`src/rtl/key_cfg_ctrl.sv`:
```
// Four-key NCO frequency-word command controller: pending requests, fixed-priority grant,
// saturating step arithmetic and a valid/ready config handshake. Optional auto-repeat: KEY_REPEAT_EN.
module key_cfg_ctrl #(
  parameter int unsigned           FW_WIDTH   = 32,
  parameter logic [FW_WIDTH-1:0]   FW_DEFAULT = 32'd85_899_346,
  parameter logic [FW_WIDTH-1:0]   FW_MIN     = 32'd0,
  parameter logic [FW_WIDTH-1:0]   FW_MAX     = 32'hFFFF_FFFF,
  parameter logic [FW_WIDTH-1:0]   STEP_BASE  = 32'd42_950,
  // 26 bits so the 0.5 s default hold time at 100 MHz is representable
  parameter logic [25:0]           REPEAT_DLY = 26'd49_999_999,
  parameter logic [25:0]           REPEAT_PER = 26'd9_999_999
) (
  input  logic                sys_clk,
  input  logic                sys_rst_n,
  input  logic [3:0]          key_flag,
  input  logic [3:0]          key_in,
  input  logic                cfg_ready,
  output logic [FW_WIDTH-1:0] freq_word,
  output logic                cfg_valid,
  output logic [1:0]          step_idx,
  output logic                busy,
  output logic                sat_flag
);

  localparam logic [1:0] IDLE  = 2'd0;
  localparam logic [1:0] CALC  = 2'd1;
  localparam logic [1:0] APPLY = 2'd2;

  logic [1:0]          state;
  logic [3:0]          pend;
  logic [3:0]          cmd;
  logic [3:0]          grant;
  logic [3:0]          rep_set;
  logic [FW_WIDTH-1:0] step;
  logic [FW_WIDTH:0]   sum;
  logic [FW_WIDTH:0]   diff;
  logic                inc_sat;
  logic                dec_sat;

  // Priority key3 > key0 > key1 > key2
  always_comb begin
    grant = '0;
    if (state == IDLE) begin
      if (pend[3])      grant = 4'b1000;
      else if (pend[0]) grant = 4'b0001;
      else if (pend[1]) grant = 4'b0010;
      else if (pend[2]) grant = 4'b0100;
    end
  end

  assign step    = STEP_BASE << {step_idx, 1'b0};
  assign sum     = {1'b0, freq_word} + {1'b0, step};
  assign diff    = {1'b0, freq_word} - {1'b0, step};
  assign inc_sat = sum > {1'b0, FW_MAX};
  assign dec_sat = $signed(diff) < $signed({1'b0, FW_MIN});

  assign sat_flag = (state == CALC) && ((cmd[0] && inc_sat) || (cmd[1] && dec_sat));
  // Pending requests count as busy so the gap before the grant is covered
  assign busy     = (state != IDLE) || (|pend);

  always_ff @(posedge sys_clk or negedge sys_rst_n) begin
    if (!sys_rst_n) begin
      state     <= IDLE;
      pend      <= '0;
      cmd       <= '0;
      freq_word <= FW_DEFAULT;
      step_idx  <= '0;
      cfg_valid <= 1'b0;
    end else begin
      pend <= (pend & ~grant) | key_flag | rep_set;
      case (state)
        IDLE: begin
          if (|pend) begin
            cmd   <= grant;
            state <= CALC;
          end
        end
        CALC: begin
          if (cmd[0]) freq_word <= inc_sat ? FW_MAX : sum[FW_WIDTH-1:0];
          if (cmd[1]) freq_word <= dec_sat ? FW_MIN : diff[FW_WIDTH-1:0];
          if (cmd[2]) step_idx  <= step_idx + 2'd1;
          if (cmd[3]) begin
            freq_word <= FW_DEFAULT;
            step_idx  <= '0;
          end
          cfg_valid <= 1'b1;
          state     <= APPLY;
        end
        APPLY: begin
          if (cfg_ready) begin
            cfg_valid <= 1'b0;
            state     <= IDLE;
          end
        end
        default: state <= IDLE;
      endcase
    end
  end

`ifdef KEY_REPEAT_EN
  localparam logic [26:0] REP_FIRST = {1'b0, REPEAT_DLY};
  localparam logic [26:0] REP_TOP   = {1'b0, REPEAT_DLY} + {1'b0, REPEAT_PER};

  logic unused_keys;
  assign unused_keys = &{1'b0, key_in[3:2]};
  assign rep_set[3:2] = '0;

  for (genvar g = 0; g < 2; g++) begin : g_rep
    logic [26:0] hold_cnt;
    // After the first hit the counter is parked just past REP_FIRST so REP_TOP recurs every REPEAT_PER
    always_ff @(posedge sys_clk or negedge sys_rst_n) begin
      if (!sys_rst_n)               hold_cnt <= '0;
      else if (key_in[g])           hold_cnt <= '0;
      else if (hold_cnt == REP_TOP) hold_cnt <= REP_FIRST + 27'd1;
      else                          hold_cnt <= hold_cnt + 27'd1;
    end
    assign rep_set[g] = !key_in[g] && ((hold_cnt == REP_FIRST) || (hold_cnt == REP_TOP));
  end
`else
  logic unused_rep;
  assign unused_rep = &{1'b0, key_in, REPEAT_DLY, REPEAT_PER};
  assign rep_set    = '0;
`endif

endmodule

```
`config.mk`:
```
export PLATFORM = sky130hd
export DESIGN_NAME = key_cfg_ctrl
export DESIGN_NICKNAME = d
export VERILOG_FILES = /design/src/rtl/key_cfg_ctrl.sv
export SDC_FILE = /design/constraint.sdc
export NUM_CORES = 1
export LEC_CHECK = 0
export CORE_UTILIZATION = 50
export CTS_BUF_LIST = sky130_fd_sc_hd__clkbuf_4
export CTS_CLUSTER_DIAMETER = 100
export DETAILED_ROUTE_END_ITERATION = 6
export PLACE_DENSITY_LB_ADDON = 0.08
export SLEW_MARGIN = 25
export SYNTH_ARGS = -nofsm -noshare
export SYNTH_HDL_FRONTEND = slang
export SYNTH_SLANG_ARGS = --single-unit
```
`constraint.sdc`:
```
create_clock -name sys_clk -period 7.6 [get_ports sys_clk]
set_input_delay 1.14 -clock sys_clk [delete_from_list [all_inputs] [get_ports sys_clk]]
set_output_delay 1.14 -clock sys_clk [all_outputs]
set_load 0.02 [all_outputs]
```
==> metrics.md <==
| Metric | Value |
|---|---|
| DR WL/cell | `20.08 µm` |
| Vias in the first global route | `4675` |
| Slack of the critical path | `between 1.5 and 2 ns` |
| Pleak | `2.232 nW` |
| R2R cell count | `14` |
| I/O pins | `48` |
| Final Skew | `0.02323 ns` |
| Clk_lat worst skew | `between 0.3 and 0.4 ns` |
| Hold Fails Final Rpt | `0` |
| Most common cell in the netlist | `nor2_1` |
| Maximum number of pins on one net before global-route repair | `44` |
| Status | `completed` |
| CP dominant cell by count | `ha_1` |
| Ys flop type | `dfrtp_1` |
| Antenna diode count | `0` |
| Slew Limit Fails | `0` |
| Vias | `5094` |
| Util after Layout | `58.40%` |
| Startpoint type of the worst setup path | `register` |
| Full die area | `10110 µm²` |
| Max-slew headroom at the worst pin | `21.86%` |
| DRT iter0 DRCs | `around 360` |
| Slowest-stage cell, CP | `ha_1` |
| Vias per cell | `6.506` |
| Fmax | `166.7 MHz` |
| Worst IR Drop VDD | `0.0002074 V` |
| Quantity of gates resized following cts | `0` |
| Setup WS pre-CTS | `2.160 ns` |
| Setup TNS | `0 ns` |
| Post-synth ARST share | `100.0%` |
| CP Max Fanout | `15` |
| Distinct cells, synth | `74` |
| Area grow syn2layout | `12.16%` |
| Fillers | `901` |
| All-Layer GR Usage | `32.06%` |
| Buffer levels on the longest clock path | `2` |
| Core area | `9328 µm²` |
| CTS tree | `done` |
| CP Capture Type | `primary output` |
| Mapped Avg Cell Area | `between 7 and 8 µm²` |
| Critical path type | `reg2out` |
| EDFF count, synth | `0` |
| RR Endpoint | `freq_word[18]$_DFFE_PN1P_` |
| Total power | `approximately 0.0027 W` |
| Routability Congestion | `~0.93` |
| Pin slew with the least headroom to its limit | `1.167 ns` |
| Sequential element share of the synthesized area | `about a quarter` |
| Ordered list of cells on the worst path | `inv_1, ha_1, ha_1, nor2b_1, nor4_1, nand4_1, o21ai_1, and4_1, a21oi_1, nor2_1, clkdlybuf4s50_1` |
| Share of layout cells above drive strength 1 | `about 7.5%` |
| Synth area leaders | `dfrtp_1, ha_1, dfstp_2` |
| Worst Hold Class | `reg2reg` |
| Mapped Cells | `between 600 and 700` |
| Row count | `35` |
| Critical Path Source | `step_idx[1]$_DFFE_PN0P_` |
| CP peak stage delay | `0.65 ns` |
| Flop and latch count out of synthesis | `45` |
| Cts hold-fix bufs | `0` |
| Endpoints failing setup | `0` |
| MaxCap Viol Count | `0` |
| Fin nets | `708` |
| RSZ-0062 raised after global routing | `false` |
| PortBufs | `43` |
| Largest area contributor in the netlist | `dfrtp_1` |
| TritonCTS buffer count | `5` |
| Final period util | `78.95%` |
| Residual DRC | `0` |
| Post-Route WL | `15.73 mm` |
| Die Wd | `100.6 µm` |
| WP data arrival | `between 4 and 5 ns` |
| First-pass GRT wire length | `25.01 mm` |
| Final worst path period need | `6.000 ns` |
| Post-CTS Repair Setup Buffers | `0` |
| Global route overflow | `0` |
| Synth Cell Area | `4857 µm²` |
| Initial antenna violation count | `0` |
| Initial Utilization | `52.07%` |
| Critical path destination | `sat_flag` |
| Syn. warnings | `0` |
| Drt first pass iters | `5` |
| FF-to-FF Start | `step_idx[1]$_DFFE_PN0P_` |
| DP Wirelength | `11.50 mm` |
| Power Density | `between 400 and 500 nW/µm²` |
| Die Height | `between 100 and 150 µm` |
| Sink Count | `45` |
| Root buffer cell | `clkbuf_4` |
| Most frequent cells after synthesis | `nor2_1, a21oi_1, o21ai_0` |
| Reg clk slew, reported paths | `0.17 ns` |
| CP required | `6.46 ns` |
| Post-DRT Antenna Nets | `0` |
| Syn Nets | `between 600 and 700` |
| Reg-to-reg slack, setup | `approximately 2.7 ns` |
| Synth top area share | `16.49%` |
| H-tree depth | `2` |
-- registers in the layout, indices dropped and copies added, names as in the netlist --
| register | count |
|---|---|
| state | 2 |
| cfg_valid | 1 |
| step_idx | 2 |
| cmd | 4 |
| pend | 4 |
| freq_word | 32 |
-- worst max-delay path: cells and delay by family, from the launching register on --
kind,cells,cell delay (ns)
AOI/OAI and AO/OA,2,0.49
adders and majority gates,2,1.11
DFF,1,0.58
buffers and inverters,2,0.90
and+or+nand+nor,5,1.37
-- logic make-up after synthesis --
logic type               count (synthesis)  share of synthesized area [%]
XOR/XNOR                                 9                          1.623
AO/OA/AOI/OAI                          244                          34.34
adder cells (fa/ha/maj)                 44                          11.33
flip-flops                              45                          23.52
buffers and inverters                   64                          5.358
multiplexers                             2                         0.4379
AND/OR/NAND/NOR                        225                          23.39
-- how the worst min path moves through the flow --
stage / from / cells after the start / endpoint / slack, ns
finish: freq_word[0]$_DFFE_PN0P_ / 1 / freq_word[0]$_DFFE_PN0P_ / 0.54
global route: pend[1]$_DFF_PN0_ / 1 / pend[1]$_DFF_PN0_ / 0.56
CTS: freq_word[11]$_DFFE_PN1P_ / 2 / freq_word[11]$_DFFE_PN1P_ / 0.55
detailed placement: freq_word[0]$_DFFE_PN0P_ / 1 / freq_word[0]$_DFFE_PN0P_ / 0.50
global placement: freq_word[0]$_DFFE_PN0P_ / 1 / freq_word[0]$_DFFE_PN0P_ / 0.51
floorplan: pend[1]$_DFF_PN0_ / 1 / pend[1]$_DFF_PN0_ / 0.49
-- stage by stage --
step | instance area (µm²) | instances | hold slack (ns)
after CTS | 5440 | 783 | 0.5450
after global routing | 5448 | 783 | 0.5637
after floorplan | 4857 | 633 | 0.4880
after detailed placement | 5334 | 775 | 0.4960
after global placement | 5334 | 775 | 0.5076
final | 5448 | 783 | 0.5409
-- cell type report --
type / count / area (µm²) / area share (%)
Multi-Input combinational cell: 524 / 3462 / 63.55
Sequential cell: 45 / 1142 / 20.97
Timing Repair Buffer: 49 / 470.5 / 8.636
Tap cell: 129 / 161.4 / 2.963
Inverter: 28 / 105.1 / 1.929
Clock inverter: 3 / 68.82 / 1.263
Clock buffer: 5 / 37.54 / 0.6890
-- routing by layer --
metal,wire length [µm],vias up,global-route usage (%)
li1,-,2414,-
met1,7199,2427,45.22
met2,6998,230,51.53
met3,1242,23,4.577
met4,284,0,8.027
met5,0,-,0
-- power by group --
group / total [W] / switching (W) / internal (W) / leakage (nW)
logic: 0.00201 / 0.00123 / 0.000775 / 1.63
registers: 0.000487 / 0.000149 / 0.000338 / 0.543
clock network: 0.000197 / 0.0000938 / 0.000104 / 0.0558
total: 0.00269 / 0.00147 / 0.00122 / 2.23
-- cell usage in the layout, fill, tap and decap left out, drive strengths merged, types with 4 or more instances in the layout --
cell / Yosys / final
o21a: 12 / 12
dfrtp: 32 / 32
a21o: 12 / 12
nand2b: 14 / 14
ha: 44 / 44
a22oi: 5 / 5
clkbuf: 23 / 5
clkdlybuf4s50: 0 / 42
nand4: 9 / 9
and2: 7 / 7
o22ai: 5 / 5
a22o: 11 / 11
a21oi: 58 / 58
o21bai: 6 / 6
a31oi: 5 / 5
nor2: 61 / 61
or2: 4 / 4
dfstp: 13 / 13
a31o: 6 / 6
inv: 28 / 29
o311ai: 8 / 8
nor4: 6 / 6
nor3: 18 / 18
nor2b: 16 / 16
a211oi: 4 / 4
buf: 13 / 7
o21ai: 52 / 52
and3: 10 / 10
a21boi: 4 / 4
nand2: 43 / 43
or3: 9 / 9
o31ai: 13 / 13
o211ai: 6 / 6
xnor2: 6 / 6
nand3: 20 / 20
No activity file was read; power rests on OpenSTA's default activity.
